<file path="src/rtl/esm_pkg.sv">
// Shared constants and types for the ESM instruction-buffer write path.
// Slot masks are ascending ([0:N-1]) so slot 0 is the leftmost bit.
package esm_pkg;

   localparam int ESM_IW    = 32;
   localparam int ESM_BS    = 16;
   localparam int ESM_IDX_W = $clog2(ESM_BS);
   localparam int ESM_OCC_W = ESM_IDX_W + 1;

   typedef logic [0:ESM_BS-1]    esm_slot_mask_t;
   typedef logic [ESM_IDX_W-1:0] esm_slot_idx_t;
   typedef logic [ESM_OCC_W-1:0] esm_occ_t;

endpackage : esm_pkg

</file>
<file path="src/rtl/esm_free_slot_picker.sv">
// Lowest-index free-slot finder: returns the first slot whose mask bit is 0.
module esm_free_slot_picker
   import esm_pkg::*;
#(
   parameter int bs = ESM_BS
) (
   input  logic [0:bs-1]         mask,
   output logic [$clog2(bs)-1:0] index,
   output logic                  found
);

   localparam int IW = $clog2(bs);

   always_comb begin
      // NOTE: every output gets a default before the loop so no path leaves it unassigned (no latch).
      index = '0;
      found = 1'b0;
      for (int i = bs - 1; i >= 0; i--) begin
         if (!mask[i]) begin
            index = IW'(i);
            found = 1'b1;
         end
      end
   end

endmodule : esm_free_slot_picker

</file>
<file path="src/rtl/esm_buffer_writer.sv">
// Write-side front end of the ESM instruction buffer: slot allocation, release and core write strobe.
// Optional oldest-entry tracking is built when ESM_BUFFER_WRITER_AGE_EN is defined.
module esm_buffer_writer
   import esm_pkg::*;
#(
   parameter int Instruction_word_size = ESM_IW,
   parameter int bs                    = ESM_BS
) (
   input  logic                             clk,
   input  logic                             rst,
   input  logic                             in_valid,
   output logic                             in_ready,
   input  logic [Instruction_word_size-1:0] in_instr,
   input  logic                             in_regwrite,
   input  logic                             in_alusrc,
   input  logic                             flush,
   input  logic [0:bs-1]                    issue_mask,
   output logic                             wr_en,
   output logic [Instruction_word_size-1:0] Instr_in,
   output logic                             RegWrite,
   output logic                             ALUSrc,
   output logic [$clog2(bs)-1:0]            buffer_index,
   output logic [0:bs-1]                    valid_entries,
   output logic [$clog2(bs):0]              occupancy,
   output logic                             full,
   output logic                             empty
`ifdef ESM_BUFFER_WRITER_AGE_EN
   ,
   output logic                             oldest_valid,
   output logic [$clog2(bs)-1:0]            oldest_index
`endif
);

   localparam int IW = $clog2(bs);
   localparam int OW = IW + 1;

   logic [0:bs-1]                    valid_q, valid_d;
   logic [OW-1:0]                    occ_q, occ_d;
   logic                             wr_en_q, wr_en_d;
   logic [Instruction_word_size-1:0] instr_q, instr_d;
   logic                             regwrite_q, regwrite_d;
   logic                             alusrc_q, alusrc_d;
   logic [IW-1:0]                    idx_q, idx_d;

   logic [IW-1:0] free_idx;
   logic          free_found;
   logic          accept;
   logic [0:bs-1] released;
   logic [OW-1:0] rel_cnt;

   esm_free_slot_picker #(.bs(bs)) u_picker (
      .mask  (valid_q),
      .index (free_idx),
      .found (free_found)
   );

   assign full     = (occ_q == OW'(bs));
   assign empty    = (occ_q == '0);
   assign in_ready = rst & ~flush & ~full;
   assign accept   = in_valid & in_ready & free_found;

   // Only slots that are actually occupied count toward the occupancy decrement.
   assign released = valid_q & issue_mask;

   always_comb begin
      rel_cnt = '0;
      for (int i = 0; i < bs; i++) begin
         rel_cnt = rel_cnt + OW'(released[i]);
      end
   end

   always_comb begin
      valid_d    = valid_q & ~issue_mask;
      occ_d      = occ_q - rel_cnt;
      wr_en_d    = 1'b0;
      instr_d    = instr_q;
      regwrite_d = regwrite_q;
      alusrc_d   = alusrc_q;
      idx_d      = idx_q;
      if (accept) begin
         valid_d[free_idx] = 1'b1;
         occ_d             = occ_d + OW'(1);
         wr_en_d           = 1'b1;
         instr_d           = in_instr;
         regwrite_d        = in_regwrite;
         alusrc_d          = in_alusrc;
         idx_d             = free_idx;
      end
      if (flush) begin
         valid_d = '0;
         occ_d   = '0;
         wr_en_d = 1'b0;
      end
   end

   always_ff @(posedge clk) begin
      // NOTE: sequential state uses non-blocking assignment so all flops update from pre-edge values.
      if (!rst) begin
         valid_q    <= '0;
         occ_q      <= '0;
         wr_en_q    <= 1'b0;
         instr_q    <= '0;
         regwrite_q <= 1'b0;
         alusrc_q   <= 1'b0;
         idx_q      <= '0;
      end else begin
         valid_q    <= valid_d;
         occ_q      <= occ_d;
         wr_en_q    <= wr_en_d;
         instr_q    <= instr_d;
         regwrite_q <= regwrite_d;
         alusrc_q   <= alusrc_d;
         idx_q      <= idx_d;
      end
   end

   assign wr_en         = wr_en_q;
   assign Instr_in      = instr_q;
   assign RegWrite      = regwrite_q;
   assign ALUSrc        = alusrc_q;
   assign buffer_index  = idx_q;
   assign valid_entries = valid_q;
   assign occupancy     = occ_q;

`ifdef ESM_BUFFER_WRITER_AGE_EN
   // age_q[i][j] == 1 means slot j was allocated before slot i.
   logic [0:bs-1] age_q [bs];
   logic [0:bs-1] age_d [bs];
   logic          oldest_valid_q, oldest_valid_d;
   logic [IW-1:0] oldest_idx_q, oldest_idx_d;

   always_comb begin
      for (int i = 0; i < bs; i++) begin
         age_d[i] = age_q[i];
      end
      if (accept && !flush) begin
         for (int i = 0; i < bs; i++) begin
            age_d[i][free_idx] = 1'b0;
         end
         age_d[free_idx] = valid_q & ~issue_mask;
      end
   end

   always_comb begin
      oldest_valid_d = 1'b0;
      oldest_idx_d   = '0;
      for (int i = bs - 1; i >= 0; i--) begin
         if (valid_d[i] && ((age_d[i] & valid_d) == '0)) begin
            oldest_valid_d = 1'b1;
            oldest_idx_d   = IW'(i);
         end
      end
   end

   // NOTE: the age matrix has no reset; stale rows are masked by valid and columns clear on reallocation.
   always_ff @(posedge clk) begin
      for (int i = 0; i < bs; i++) begin
         age_q[i] <= age_d[i];
      end
   end

   always_ff @(posedge clk) begin
      if (!rst) begin
         oldest_valid_q <= 1'b0;
         oldest_idx_q   <= '0;
      end else begin
         oldest_valid_q <= oldest_valid_d;
         oldest_idx_q   <= oldest_idx_d;
      end
   end

   assign oldest_valid = oldest_valid_q;
   assign oldest_index = oldest_idx_q;
`endif

endmodule : esm_buffer_writer

</file>
<file path="config.mk">
export PLATFORM = sky130hd
export DESIGN_NAME = esm_buffer_writer
export DESIGN_NICKNAME = d
export VERILOG_FILES = /design/src/rtl/esm_pkg.sv /design/src/rtl/esm_free_slot_picker.sv /design/src/rtl/esm_buffer_writer.sv
export SDC_FILE = /design/constraint.sdc
export NUM_CORES = 1
export LEC_CHECK = 0
export ABC_CLOCK_PERIOD_IN_PS = 7500
export CAP_MARGIN = 20
export CORE_ASPECT_RATIO = 1.5
export CORE_MARGIN = 1.5
export CORE_UTILIZATION = 30
export DETAILED_ROUTE_END_ITERATION = 16
export PLACE_DENSITY = 0.6
export SYNTH_ARGS = -nofsm -noshare
export SYNTH_HDL_FRONTEND = slang
export SYNTH_HIERARCHICAL = 1
export SYNTH_SLANG_ARGS = --single-unit
</file>
<file path="constraint.sdc">
create_clock -name clk -period 7.5 [get_ports clk]
set_input_delay 1.125 -clock clk [delete_from_list [all_inputs] [get_ports clk]]
set_output_delay 1.125 -clock clk [all_outputs]
set_load 0.05 [all_outputs]
</file>
* Word-level counts from Yosys, hierarchy flattened
Index checks and enable logic that the tools add are counted.
** Storage, ports and cells
- Register bits after elaboration :: 60
- Word-level logic and storage cells :: 79
- Output and inout port bits :: 63
** Cells by class
- Bitwise logic cells :: 12
- Add/subtract/negate cells :: 17
- Multiplexer cells :: 37
- Eq/ne operators :: 1
- Order comparisons :: 2
- Reductions and logical operators :: 3
** Operator list (count)
- two-way mux 4 bit :: 16
- adder 5 x 1 -> 5 bit :: 11
- bitwise AND 16 bit :: 2
- two-way mux 1 bit :: 18
- two-way mux 16 bit :: 1
- NOT 16 bit :: 1
- bitwise OR 16 bit :: 1
- adder 4 x 1 -> 5 bit :: 1
- adder 5 x 1 -> 5 bit (second input constant) :: 1
- equality test 5 bit (second input constant) :: 1
- greater-or-equal comparator 5 bit (second input constant) :: 1
- logical NOT 5 bit :: 1
- less-than comparator 5 x 1 -> 1 bit (second input constant) :: 1
- two-way mux 5 bit :: 1
- NOT 4 -> 5 bit :: 1
- subtractor 5 bit :: 1
- adder 3 x 1 -> 4 bit :: 1
- bitwise AND 1 bit :: 4
- demux 1 bit (select 4 bit) :: 1
- adder 2 x 1 -> 3 bit :: 1
- NOT 1 bit :: 3
- adder 1 x 1 -> 2 bit :: 1
- OR reduction 2 bit :: 1
- logical AND 1 bit :: 1

* Logic depth before layout (Yosys ltp)
- Depth in word-level cells :: 23
- Depth in mapped cells :: 19
- Gate-level depth less buffers :: 19

* Hierarchy
The synthesis kept the hierarchy.
** By module, submodules not included
- esm_buffer_writer :: cells each 370, instances 1, area each 3201.8 um^2
- esm_free_slot_picker :: cells each 34, instances 1, area each 166.4 um^2

* Worst setup path after synthesis
No wires, ideal clock.
- Path kind :: in2reg
- From :: input issue_mask[7] (netlist name)
- To :: register occ_q[4], in the netlist occupancy[4]
- Path buffers :: 0
- Slack :: 1.657 ns
- Stages on the path :: 17
- Arrival :: 5.784 ns
- Setup time :: 0.059 ns
- Path through :: and2_1 -> fa_1 -> inv_1 -> ha_1 -> or2_2 -> fa_1 -> fa_1 -> fa_1 -> inv_1 -> fa_1 -> inv_1 -> ha_1 -> xor2_1 -> ha_1 -> nand3_1 -> or4_1 -> nand2_1
** Between the ends
- Longest elaborated chain between the ends :: 13
** Ends and longest elaborated chain
- start, declared :: line esm_buffer_writer.sv:17 : input logic [0:bs-1] issue_mask,
- bitwise AND 16 bit (*) :: line esm_buffer_writer.sv:63 : assign released = valid_q & issue_mask;
- adder 5 x 1 -> 5 bit (*) (9 in series) :: line esm_buffer_writer.sv:68 : rel_cnt = rel_cnt + OW'(released[i]);
- subtractor 5 bit (*) :: line esm_buffer_writer.sv:74 : occ_d = occ_q - rel_cnt;
- adder 5 x 1 -> 5 bit :: line esm_buffer_writer.sv:82 : occ_d = occ_d + OW'(1);
- two-way mux 5 bit (*) :: line esm_buffer_writer.sv:80 : if (accept) begin
- end signal, assigned :: line esm_buffer_writer.sv:100 : occ_q <= '0;
- end signal, assigned :: line esm_buffer_writer.sv:108 : occ_q <= occ_d;
- end, declared :: line esm_buffer_writer.sv:38 : logic [OW-1:0] occ_q, occ_d;
Every way passes the cells marked *; elsewhere a longest branch is shown, timed or not.
A chain may end at the register's enable or synchronous reset.

* Final worst setup path
Same ends and word-level chain as after synthesis.

==> metrics.md <==
| Metric | Value |
|---|---|
| Status | `complete, no violations` |
| Routed Wire Length | `9160 um` |
| Vias in the first global route | `3023` |
| IO Port Bufs | `116` |
| Cells on Worst Hold Path | `2` |
| Period Utilization, post-route | `83.3%` |
| Setup violators final | `0` |
| Max VDD drop | `0.151 mV` |
| Synth Area per Inst | `8.34 um2` |
| Die W | `89.5 um` |
| Placer Congestion | `0.806` |
| RSZ-0062 raised after global routing | `false` |
| Syn Nets | `491` |
| R2R cell count | `17` |
| Gr ovfl total | `0` |
| Final period demand of the worst path | `6.25 ns` |
| Commonest non-fill, non-tap cell in the layout | `clkdlybuf4s50_1` |
| Max Fclk | `160 MHz` |
| FF+latch count, synth | `60` |
| Worst setup path start | `issue_mask[7]` |
| Post-Route Skew | `0.00526 ns` |
| RR Startpoint | `valid_entries[7]` |
| Drt wl/cell | `13.7 um` |
| CP Launch Type | `input pin` |
| Post-CTS sizing | `0` |
| Syn Inst Count | `404` |
| Slew margin rel. | `37.0%` |
| Clock tree buffer depth | `2` |
| Pin count of the biggest net entering global routing | `42` |
| Worst-Margin Slew | `0.938 ns` |
| Synthesized area | `3370 um2` |
| Residual DRC | `0` |
| Most area-consuming cells after synthesis | `dfxtp_1 36%, fa_1 11%, nand2_1 10%` |
| Clk slew on worst S/H paths | `0.05 ns` |
| Sequential area share after synthesis | `35.7%` |
| Most frequent cells in the layout | `116 x clkdlybuf4s50_1, 94 x nand2_1, 60 x dfxtp_1, 43 x inv_1, 38 x a21boi_0` |
| ANT cells | `0` |
| Setup tns final | `0 ns` |
| Wire length of the first global-routing pass | `15100 um` |
| Worst EP arrival | `6.52 ns` |
| Worst Hold Class | `reg2reg` |
| Netlist cell types | `37` |
| Hold_buf cts | `0` |
| Die Ht | `133 um` |
| Detail Placement HPWL | `6880 um` |
| Final Hold Fails | `0` |
| Hold Slack | `0.458 ns` |
| CP max FO | `3` |
| Row count | `47` |
| Die area | `11900 um2` |
| Area grow syn2layout | `46.1%` |
| Latest clock arrival within the worst-skew pair | `0.32 ns` |
| Area leader, netlist | `dfxtp_1` |
| Initial drt markers | `122` |
| Fill cells | `1118` |
| Worst setup EP type | `flop` |
| Placeable core region | `11000 um2` |
| Vias per inst | `4.60` |
| Layout cells sized above 1 | `4.02%` |
| LEAKAGE | `1.88 nW` |
| Total number of yosys warnings | `6` |
| Hold_sp | `Instr_in[3]` |
| Layout Nets | `604` |
| Total GRT Usage | `16.5%` |
| Initial Utilization | `30.6%` |
| Drt pass-1 iters | `4` |
| Power Dens Cells | `300 nW/um2` |
| Crit path kind | `in2reg` |
| Via count | `3080` |
| Antenna Nets Post-Route | `0` |
| Dpl cells | `653` |
| H-tree depth | `3` |
| Initial antenna violation count | `0` |
| Final Max Tran Viols | `0` |
| Root Driver | `clkbuf_16` |
| MaxCap Viol Count | `0` |
| Layout Cells excl Fill | `669` |
| # IOs | `117` |
| Clock sink total | `60` |
| Setup Buffers After CTS | `0` |
| Synth top area share | `35.7%` |
| Inserted Clock Buffers | `9` |
| CP required | `7.77 ns` |
| CTS tree | `done` |
==> through the flow <==
stage,setup slack (ns),cell area [um2],util (%),total power [mW]
after global routing,0.978,4920,44.8,1.62
final,1.25,4920,44.8,1.48
after CTS,1.24,4920,44.8,1.50
after global placement,1.03,4660,42.4,1.10
after detailed placement,0.912,4660,42.4,1.12
after floorplan,1.66,3370,-,0.947
==> critical path: stages <==
cell	delay, ns
clkdlybuf4s50_1	0.43
and2_1	0.19
fa_1	0.58
inv_1	0.05
ha_1	0.16
or2_2	0.32
fa_1	0.56
fa_1	0.45
fa_1	0.55
inv_1	0.05
fa_1	0.55
inv_1	0.05
ha_1	0.29
xor2_1	0.27
ha_1	0.22
nand3_1	0.10
or4_1	0.48
nand2_1	0.07
==> registers in the layout, summed over array words and instances, names as in the netlist <==
register / cells
ALUSrc: 1
valid_entries: 16
buffer_index: 4
occupancy: 5
wr_en: 1
Instr_in: 32
RegWrite: 1
==> power by group <==
group | internal, mW | switching, mW | total, mW
registers | 0.338 | 0.0159 | 0.353
logic | 0.322 | 0.432 | 0.754
clock network | 0.232 | 0.137 | 0.369
total | 0.891 | 0.585 | 1.48
==> synthesized netlist by cell type (all sizes together) <==
cell and count:
nor4 1, a32oi 6, a21boi 38, xor3 1, and2 12, or4 1, o21ai 7, a2bb2oi 1
fa 18, nor2b 4, xor2 3, nand2 95, ha 15, a21oi 14, nand3 6, o211ai 1
dfxtp 60, nand4 12, a21o 1, a311oi 1, mux2i 1, inv 44, nand2b 10, a31oi 2
o21a 1, or2 2, nor3 3, nor2 20, clkbuf 10, buf 6, xnor2 8
==> logic make-up (layout without fill, tap and decap cells) <==
group                      after synthesis  count (layout)  synth area share (%)
buffers and inverters                   60             178                  6.98
DFF                                     60              60                  35.7
xor gates and xnor gates                12              12                  3.57
AOI/OAI and AO/OA                       72              72                  14.8
muxes                                    1               1                 0.297
adders and majority gates               33              33                  16.3
and+or+nand+nor                        166             166                  22.4
==> path summary, 6_finish.rpt <==
path	slack (ns)	end
setup / recovery	1.25	occupancy[4]
hold / removal	0.46	Instr_in[3]
setup reg to reg	2.14	occupancy[4]
hold reg to reg	0.46	Instr_in[3]
==> metal layers <==
layer	global-route usage (%)	wire, um	up-vias
met1	18.5	3580	1452
met3	3.49	347	18
li1	-	-	1535
met2	29.3	4990	75
met4	7.01	240	0
met5	0	0	-
==> cell type report <==
type | instances | area (um2) | area share (%)
inverters | 44 | 165 | 3.36
flip-flops and latches | 60 | 1200 | 24.4
well taps | 147 | 184 | 3.74
multi-input cells | 284 | 1930 | 39.2
repair buffers | 118 | 1180 | 23.9
clock inverters | 2 | 10.0 | 0.203
clock buffers | 14 | 254 | 5.16
No activity file was read; power rests on OpenSTA's default activity.
